$ cat src/rtl/debounce_bank.sv
`default_nettype none
// +----------------------------------------------------------------------------+
// | debounce_bank                                                               |
// | Multi-channel tick-prescaled debouncer with press/release pulses, long-press |
// | flag and auto-repeat pulses.                                                |
// | Revision: 1.0                                                               |
// +----------------------------------------------------------------------------+
module debounce_bank #(
  parameter int                  CHANNELS         = 4,
  parameter int                  COUNTER_REG_SIZE = 8,
  parameter int                  DEBOUNCE_TICKS   = 20,
  parameter logic [CHANNELS-1:0] INVERT_MASK      = '0,
  parameter int                  HOLD_REG_SIZE    = 12,
  parameter int                  HOLD_TICKS       = 1000,
  parameter int                  REPEAT_TICKS     = 200
) (
  input  logic                CLK,
  input  logic                RST_N,
  input  logic                Tick,
  input  logic [CHANNELS-1:0] NoisyIn,
  output logic [CHANNELS-1:0] CleanOut,
  output logic [CHANNELS-1:0] PressPulse,
  output logic [CHANNELS-1:0] ReleasePulse,
  output logic [CHANNELS-1:0] Held,
  output logic [CHANNELS-1:0] HoldPulse,
  output logic                AnyPress
);

  localparam logic [COUNTER_REG_SIZE-1:0] c_DB_LAST   = COUNTER_REG_SIZE'(DEBOUNCE_TICKS - 1);
  localparam logic [HOLD_REG_SIZE-1:0]    c_HOLD_LAST = HOLD_REG_SIZE'(HOLD_TICKS - 1);
  localparam logic [HOLD_REG_SIZE-1:0]    c_RPT_LAST  =
    HOLD_REG_SIZE'((REPEAT_TICKS > 0) ? REPEAT_TICKS - 1 : 0);
  localparam bit                          c_REPEAT_EN = (REPEAT_TICKS > 0);

  if ((CHANNELS < 1) || (CHANNELS > 32) ||
      (DEBOUNCE_TICKS < 1) || (DEBOUNCE_TICKS > (2**COUNTER_REG_SIZE) - 1) ||
      (HOLD_TICKS < 1) || (HOLD_TICKS > (2**HOLD_REG_SIZE) - 1) ||
      (REPEAT_TICKS < 0) || (REPEAT_TICKS > (2**HOLD_REG_SIZE) - 1)) begin : g_param_check
    $error("debounce_bank: parameter out of range");
  end

  assign AnyPress = |PressPulse;

  for (genvar i = 0; i < CHANNELS; i++) begin : g_chan
    logic                        r_sync0, r_sync1, r_clean;
    logic                        r_press, r_release;
    logic                        r_held, r_hold_pulse, r_repeat;
    logic [COUNTER_REG_SIZE-1:0] r_db_cnt;
    logic [HOLD_REG_SIZE-1:0]    r_hold_cnt;
    logic                        w_in, w_accept, w_rise, w_fall;

    assign w_in     = NoisyIn[i] ^ INVERT_MASK[i];
    assign w_accept = (r_sync1 != r_clean) && Tick && (r_db_cnt == c_DB_LAST);
    assign w_rise   = w_accept && !r_clean;
    assign w_fall   = w_accept && r_clean;

    always_ff @(posedge CLK or negedge RST_N) begin
      if (!RST_N) begin
        r_sync0   <= 1'b0;
        r_sync1   <= 1'b0;
        r_clean   <= 1'b0;
        r_db_cnt  <= '0;
        r_press   <= 1'b0;
        r_release <= 1'b0;
      end else begin
        r_sync0   <= w_in;
        r_sync1   <= r_sync0;
        r_press   <= w_rise;
        r_release <= w_fall;
        // Agreement at any cycle restarts the count, so a glitch costs a full window.
        if (r_sync1 == r_clean) begin
          r_db_cnt <= '0;
        end else if (w_accept) begin
          r_clean  <= ~r_clean;
          r_db_cnt <= '0;
        end else if (Tick) begin
          r_db_cnt <= r_db_cnt + COUNTER_REG_SIZE'(1);
        end
      end
    end

    always_ff @(posedge CLK or negedge RST_N) begin
      if (!RST_N) begin
        r_hold_cnt   <= '0;
        r_repeat     <= 1'b0;
        r_held       <= 1'b0;
        r_hold_pulse <= 1'b0;
      end else begin
        r_hold_pulse <= 1'b0;
        // A falling edge overrides any threshold reached on the same cycle.
        if (!r_clean || w_fall) begin
          r_hold_cnt <= '0;
          r_repeat   <= 1'b0;
          r_held     <= 1'b0;
        end else if (Tick) begin
          if (!r_repeat) begin
            if (r_hold_cnt == c_HOLD_LAST) begin
              r_hold_pulse <= 1'b1;
              r_held       <= 1'b1;
              r_hold_cnt   <= '0;
              r_repeat     <= 1'b1;
            end else begin
              r_hold_cnt <= r_hold_cnt + HOLD_REG_SIZE'(1);
            end
          end else if (c_REPEAT_EN) begin
            if (r_hold_cnt == c_RPT_LAST) begin
              r_hold_pulse <= 1'b1;
              r_hold_cnt   <= '0;
            end else begin
              r_hold_cnt <= r_hold_cnt + HOLD_REG_SIZE'(1);
            end
          end else if (r_hold_cnt != '1) begin
            r_hold_cnt <= r_hold_cnt + HOLD_REG_SIZE'(1);
          end
        end
      end
    end

    assign CleanOut[i]     = r_clean;
    assign PressPulse[i]   = r_press;
    assign ReleasePulse[i] = r_release;
    assign Held[i]         = r_held;
    assign HoldPulse[i]    = r_hold_pulse;
  end

endmodule
`default_nettype wire

$ cat config.mk
export PLATFORM = sky130hd
export DESIGN_NAME = debounce_bank
export DESIGN_NICKNAME = d
export VERILOG_FILES = /design/src/rtl/debounce_bank.sv
export SDC_FILE = /design/constraint.sdc
export NUM_CORES = 1
export LEC_CHECK = 0
export BUFFER_PORTS_ARGS = -buffer_cell sky130_fd_sc_hd__buf_2
export CORE_AREA = 2 2 106 160
export CTS_BUF_LIST = sky130_fd_sc_hd__clkbuf_4 sky130_fd_sc_hd__clkbuf_8
export CTS_CLUSTER_DIAMETER = 60
export DETAILED_ROUTE_END_ITERATION = 10
export DIE_AREA = 0 0 108 162
export SLEW_MARGIN = 20
export SYNTH_ARGS = -nofsm -noshare
export SYNTH_HDL_FRONTEND = slang
export SYNTH_SLANG_ARGS = --single-unit
$ cat constraint.sdc
create_clock -name CLK -period 2.7 [get_ports CLK]
set_clock_uncertainty 0.15 [all_clocks]
set_input_delay 0.54 -clock CLK [delete_from_list [all_inputs] [get_ports CLK]]
set_output_delay 0.54 -clock CLK [all_outputs]
set_load 0.01 [all_outputs]
# Word level (Yosys, flattened, before mapping)
# Cells that the tools add are included.
# totals
reg_bits	112
in_bits	7
elab_cells	205
out_inout_bits	21
# classes
bitwise	8
mux	80
addsub	8
reduce_logical	45
eq_ne	24
# ops
cell	n
2-to-1 mux 12 bit	20
2-to-1 mux 8 bit	12
adder 12 x 1 -> 12 bit (second input constant)	4
equality test 12 x 10 -> 1 bit (second input constant)	4
equality test 12 x 8 -> 1 bit (second input constant)	4
2-to-1 mux 1 bit	48
adder 8 x 1 -> 8 bit (second input constant)	4
equality test 8 x 5 -> 1 bit (second input constant)	4
logical AND 1 bit	16
nonzero test 2 bit	8
AND reduction 3 bit	4
nonzero test 3 bit	4
!= test 2 x 1 -> 1 bit (second input constant)	4
NOT 1 bit	8
AND reduction 2 bit	4
equality test 1 bit	4
logical NOT 1 bit	4
logical OR 1 bit	4
!= test 1 bit	4
OR reduction 4 bit	1

# Logic depth before layout (Yosys ltp)
# logic_depth
ltp_word	7
depth_mapped	6
mapped_depth_nobuf	5

# Worst setup path before layout
# Ideal clock, no wire load.
# synth_path
path_type	flip-flop to flip-flop
startpoint	register g_chan[1].r_db_cnt[0]
endpoint	register g_chan[1].r_hold_cnt[6]
period_less_slack_ps	1823
path_slack_ps	877
arrival_time_ps	1591
setup_ps	82
n_path_buf	0
path_stages_with_launch	6
required_time_ps	2468
cell_sequence	dfrtp_1 ha_1 nor4b_1 and4b_1 or4_1 a31oi_1
# synth_between
elab_chain_len	5
word_cells_on_any_way	6
classes_between	1 x eq/ne; 1 x mux; 4 x reduce/logical
# synth_lines
element	line	source
start, declared	48	logic [COUNTER_REG_SIZE-1:0] r_db_cnt;
start signal, assigned	77	r_db_cnt <= r_db_cnt + COUNTER_REG_SIZE'(1);
equality test 8 x 5 -> 1 bit (*)	53	assign w_accept = (r_sync1 != r_clean) && Tick && (r_db_cnt == c_DB_LAST);
logical AND 1 bit (*)	53	
logical AND 1 bit (*)	55	assign w_fall = w_accept && r_clean;
logical OR 1 bit (*)	91	if (!r_clean || w_fall) begin
2-to-1 mux 12 bit / nonzero test 2 bit (equally long branches)	-	
end signal, assigned	103	r_hold_cnt <= r_hold_cnt + HOLD_REG_SIZE'(1);
end signal, assigned	110	r_hold_cnt <= r_hold_cnt + HOLD_REG_SIZE'(1);
end signal, assigned	113	r_hold_cnt <= r_hold_cnt + HOLD_REG_SIZE'(1);
end, declared	49	logic [HOLD_REG_SIZE-1:0] r_hold_cnt;
# Every way passes the cells marked *; elsewhere a longest branch is shown, timed or not.
# A chain may end at the register's enable or synchronous reset.

# Worst setup path in the final report
# layout_path
startpoint	register g_chan[3].r_hold_cnt[5]
endpoint	register g_chan[3].r_hold_cnt[6]
# layout_between
elab_chain_len	5
word_cells_on_any_way	8
classes_between	1 x add/sub; 2 x eq/ne; 5 x mux
# layout_lines
element	line	source
start, declared	49	
start signal, assigned	103	
start signal, assigned	110	
start signal, assigned	113	
adder 12 x 1 -> 12 bit (tied with other cells)	-	
2-to-1 mux 12 bit, on equally long branches	97, 106	
2-to-1 mux 12 bit (*)	96	if (!r_repeat) begin
2-to-1 mux 12 bit (*)	95	end else if (Tick) begin
2-to-1 mux 12 bit (*)	91	
# Every way passes the cells marked *; elsewhere a longest branch is shown, timed or not. The select of a mux whose other input is x is not followed.

==> reports/qor_table.md <==
| Stage | Metric | This run |
|---|---|---|
| floorplanning | Std cell rows | 57 |
| job | # Max-Cap Violations | 0 |
| synthesis | Cell count after synthesis | 666 |
| drt | Average detailed-routed wire length per instance | 16.2 um |
| clocking | Clock Root Buffer | sky130_fd_sc_hd__clkbuf_8 |
| clocking | Total setup buffers inserted after CTS | 0 |
| clocking | Clk pin slew, worst setup/hold paths | 0.11 ns |
| synthesis | Post-synthesis instance area | 6340 um^2 |
| pwr | Static power due to leakage | 2.80 nW |
| timing | Maximum clock rate | 442 MHz |
| place | Port buffer count | 27 |
| global route | Global-route usage over all layers | 17.2% |
| global route | Wire length of the first global-routing pass | 24,600 um |
| pwr | Total net switching power | 694 uW |
| finish | Layout Area Growth over Synthesis | 6.57% |
| clocking | Post-cts gate resize count | 0 |
| finish | Antenna Diode Count | 0 |
| synthesis | Synth area leader | sky130_fd_sc_hd__dfrtp_1 |
| clocking | TritonCTS clock tree | done |
| worst setup path | Worst endpoint required time | 2.85 ns |
| pwr | Power Density | 442 nW/um^2 |
| floorplanning | Die W | 108 um |
| synthesis | Synthesized area per cell | 9.52 um^2 |
| synthesis | Fraction of the yosys area taken by sequential cells | 44.2% |
| drt | Post-DRT Antenna Nets | 0 |
| pwr | Worst vdd ir | 0.000184 V |
| worst setup path | Startpoint Class | register |
| synthesis | Proportion of netlist area held by the largest area contributor | 44.2% |
| synthesis | Warnings, synthesis | 0 |
| finish | Area occupied by registers | 2800 um^2 |
| synthesis | Post-synth net total | 681 |
| synthesis | Synth Flop Type | sky130_fd_sc_hd__dfrtp_1 |
| timing | Final Hold Fails | 0 |
| finish | Fraction of final layout cells with drive strength greater than 1 | 12.6% |
| drt | Vias after detailed routing | 5,147 |
| pwr | Clock network power share | 38.4% |
| clocking | CTS Buffer Depth | 2 |
| timing | Minimum clock period | 2.26 ns |
| finish | Non-filler cells, final | 872 |
| finish | Nets | 676 |
| clocking | Number of buffers created by CTS | 9 |
| drt | Total length of routed wires | 14,100 um |
| timing | Normalized max-slew margin | 35.2% |
| timing | Part of the cycle the worst path needs | 83.8% |
| floorplanning | Floorplan die area | 17,500 um^2 |
| pwr | Sequential Power Share | 57.2% |
| global route | Number of global-route vias before repair | 5,127 |
| global route | Congestion Overflow GR | 0 |
| pwr | Share of total power consumed by net switching | 23.2% |
| synthesis | Synthesized flop and latch total | 112 |
| timing | Final-report max-slew violation count | 0 |
| timing | Actual transition at the worst max-transition pin | 0.967 ns |
| drt | First drt pass iteration count | 5 |
| clocking | Hold buffers post-CTS | 1 |
| finish | Count of filler cells inserted in the layout | 1,568 |
| synthesis | Number of synthesized flops with an enable pin | 0 |
| floorplanning | Effective utilization at floorplan | 39.5% |
| worst setup path | Data arrival, critical path | 2.41 ns |
| timing | Setup repair after global routing missed its margin | no |
| floorplanning | IO Pins | 28 |
| hold path | Class of the worst hold path | in2reg |
| synthesis | Dominant cells by area after synthesis | sky130_fd_sc_hd__dfrtp_1, sky130_fd_sc_hd__nand2_1, sky130_fd_sc_hd__nand3_1 |
| clocking | H-tree levels | 3 |
| place | Half-perimeter wire length of the detailed placement result | 9700 um |
| finish | Area used by multi-input combinational logic | 3180 um^2 |
| worst setup path | Category of the critical setup timing path | reg2reg |
| pwr | Part of the total power dissipated in combinational logic | 4.4% |
| synthesis | Async set-or-reset flop fraction in the synthesized netlist | 100% |
| synthesis | Most repeated cell in the gate-level netlist after synthesis | sky130_fd_sc_hd__dfrtp_1 |
| synthesis | Number of distinct library cells after synthesis | 66 |
| worst setup path | Sort of element at the end of the critical path | register |
| drt | Initial detailed-routing violation count | 286 |
| floorplanning | Placeable core region | 16,000 um^2 |
| global route | Maximum number of pins on one net before global-route repair | 47 |
| floorplanning | DIE HEIGHT | 162 um |
| outcome | Result of the run | finished, final reports clean |
| global route | Number of antenna violations at the first check in global routing | 0 |
| place | Placed Cells incl. Taps | 855 |
| synthesis | Most numerous cell types in the synthesized netlist | sky130_fd_sc_hd__dfrtp_1, sky130_fd_sc_hd__nand2_1, sky130_fd_sc_hd__nor2_1 |
| clocking | Clock Sinks | 112 |
| timing | Setup TNS Final | 0 ns |
| drt | DRC viols | 0 |
| drt | Per-cell via count in the routed design | 5.90 |
| place | RePlAce Congestion | 0.847 |
| timing | Number of setup violations in the final report | 0 |
| pwr | Total internal power | 2.30 mW |
| worst setup path | Largest fanout of any net on the critical path | 12 |
| clocking | Skew-Pair Late Insertion Delay | 0.40 ns |
==> flip-flops by register name (all words and copies together), names as in the netlist <==
register and count:
g_chan.r_press 4, g_chan.r_repeat 4, g_chan.r_hold_pulse 4, g_chan.r_held 4
g_chan.r_db_cnt 32, g_chan.r_sync1 4, g_chan.r_release 4, g_chan.r_hold_cnt 48
g_chan.r_sync0 4, g_chan.r_clean 4
==> worst max-delay path: stages (launching register included) <==
cell and delay [ns]:
sky130_fd_sc_hd__dfrtp_1 0.48, sky130_fd_sc_hd__and4b_1 0.24, sky130_fd_sc_hd__o211ai_1 0.78, sky130_fd_sc_hd__nand2_1 0.26, sky130_fd_sc_hd__o21ai_0 0.27
==> power groups by stage <==
stage	registers [mW]	logic (mW)	clock network [mW]
after floorplan	1.74	0.0711	0
after global placement	1.74	0.131	0
after detailed placement	1.74	0.135	0
after CTS	1.71	0.136	1.19
after global routing	1.71	0.151	1.25
final	1.71	0.132	1.15
==> layout by cell type (no fill, tap or decap), types with 5 or more instances in the layout <==
cell                       count
sky130_fd_sc_hd__buf_4         9
sky130_fd_sc_hd__clkbuf_8     10
sky130_fd_sc_hd__buf_2        26
sky130_fd_sc_hd__a32oi_1       9
sky130_fd_sc_hd__nand4b_1      7
sky130_fd_sc_hd__o21ai_0      17
sky130_fd_sc_hd__a22o_1       14
sky130_fd_sc_hd__mux2_2        7
sky130_fd_sc_hd__inv_1        10
sky130_fd_sc_hd__and3_1        8
sky130_fd_sc_hd__nor4b_2       5
sky130_fd_sc_hd__nand2_1      97
sky130_fd_sc_hd__xnor2_1       9
sky130_fd_sc_hd__nand4_1      21
sky130_fd_sc_hd__nor3b_1       7
sky130_fd_sc_hd__a31oi_1      11
sky130_fd_sc_hd__nor2b_1       9
sky130_fd_sc_hd__o211ai_1     15
sky130_fd_sc_hd__and4b_1       8
sky130_fd_sc_hd__mux2i_1      17
sky130_fd_sc_hd__nor2_1       43
sky130_fd_sc_hd__nor3_1       16
sky130_fd_sc_hd__ha_1          8
sky130_fd_sc_hd__dfrtp_1     112
sky130_fd_sc_hd__o311ai_1      5
sky130_fd_sc_hd__nand3_1      42
sky130_fd_sc_hd__nor4_1       19
sky130_fd_sc_hd__a21oi_1      17
sky130_fd_sc_hd__or4_1         5
sky130_fd_sc_hd__nor4b_1       5
sky130_fd_sc_hd__a21o_1        5
==> final cells by class <==
class	count	share of cell area, %
clock buffers	11	2.15
clock inverters	5	1.19
inverters	11	0.611
multi-input cells	489	47.1
flip-flops and latches	112	41.5
well taps	206	3.81
repair buffers	38	3.67
==> logic make-up after synthesis <==
group | Yosys count | share of synthesized area [%]
xor gates and xnor gates | 13 | 1.80
adders and majority gates | 8 | 1.58
DFF | 112 | 44.2
AOI/OAI and AO/OA | 132 | 15.5
buffers and inverters | 65 | 5.60
and+or+nand+nor | 312 | 27.4
muxes | 24 | 3.93
==> final timing paths <==
| kind | from | endpoint | slack [ns] | cells after the start |
|---|---|---|---|---|
| worst max register to register | g_chan[3].r_hold_cnt[5] | g_chan[3].r_hold_cnt[6] | 0.44 | 4 |
| max in group asynchronous | RST_N | g_chan[2].r_sync0 | 1.21 | 3 |
| worst min register to register | g_chan[0].r_sync0 | g_chan[0].r_sync1 | 0.21 | 0 |
| worst max-delay path | g_chan[3].r_hold_cnt[5] | g_chan[3].r_hold_cnt[6] | 0.44 | 4 |
| min in group asynchronous | RST_N | g_chan[1].r_hold_cnt[5] | 0.53 | 2 |
| worst min-delay path | NoisyIn[1] | g_chan[1].r_sync0 | 0.09 | 1 |
==> metrics by stage <==
step                cell area (um^2)  total power, mW  utilization (%)  worst slack, ns  hold WS [ns]
detailed placement              6520             1.88             40.6            0.445         0.186
global placement                6520             1.87             40.6            0.506         0.187
finish                          6760             2.99             42.1            0.436        0.0935
CTS                             6760             3.04             42.1            0.471        0.0720
floorplan                       6340             1.81                -            0.877        0.0944
global route                    6760             3.12             42.1            0.328        0.0759
==> routing by layer <==
metal / wire length, um / up-vias / GRT usage [%]
li1: - / 2469 / -
met1: 6240 / 2573 / 21.4
met2: 7240 / 86 / 29.9
met3: 387 / 19 / 2.45
met4: 252 / 0 / 6.47
met5: 0 / - / 0
Note: power is estimated with default switching activity, not from simulation.
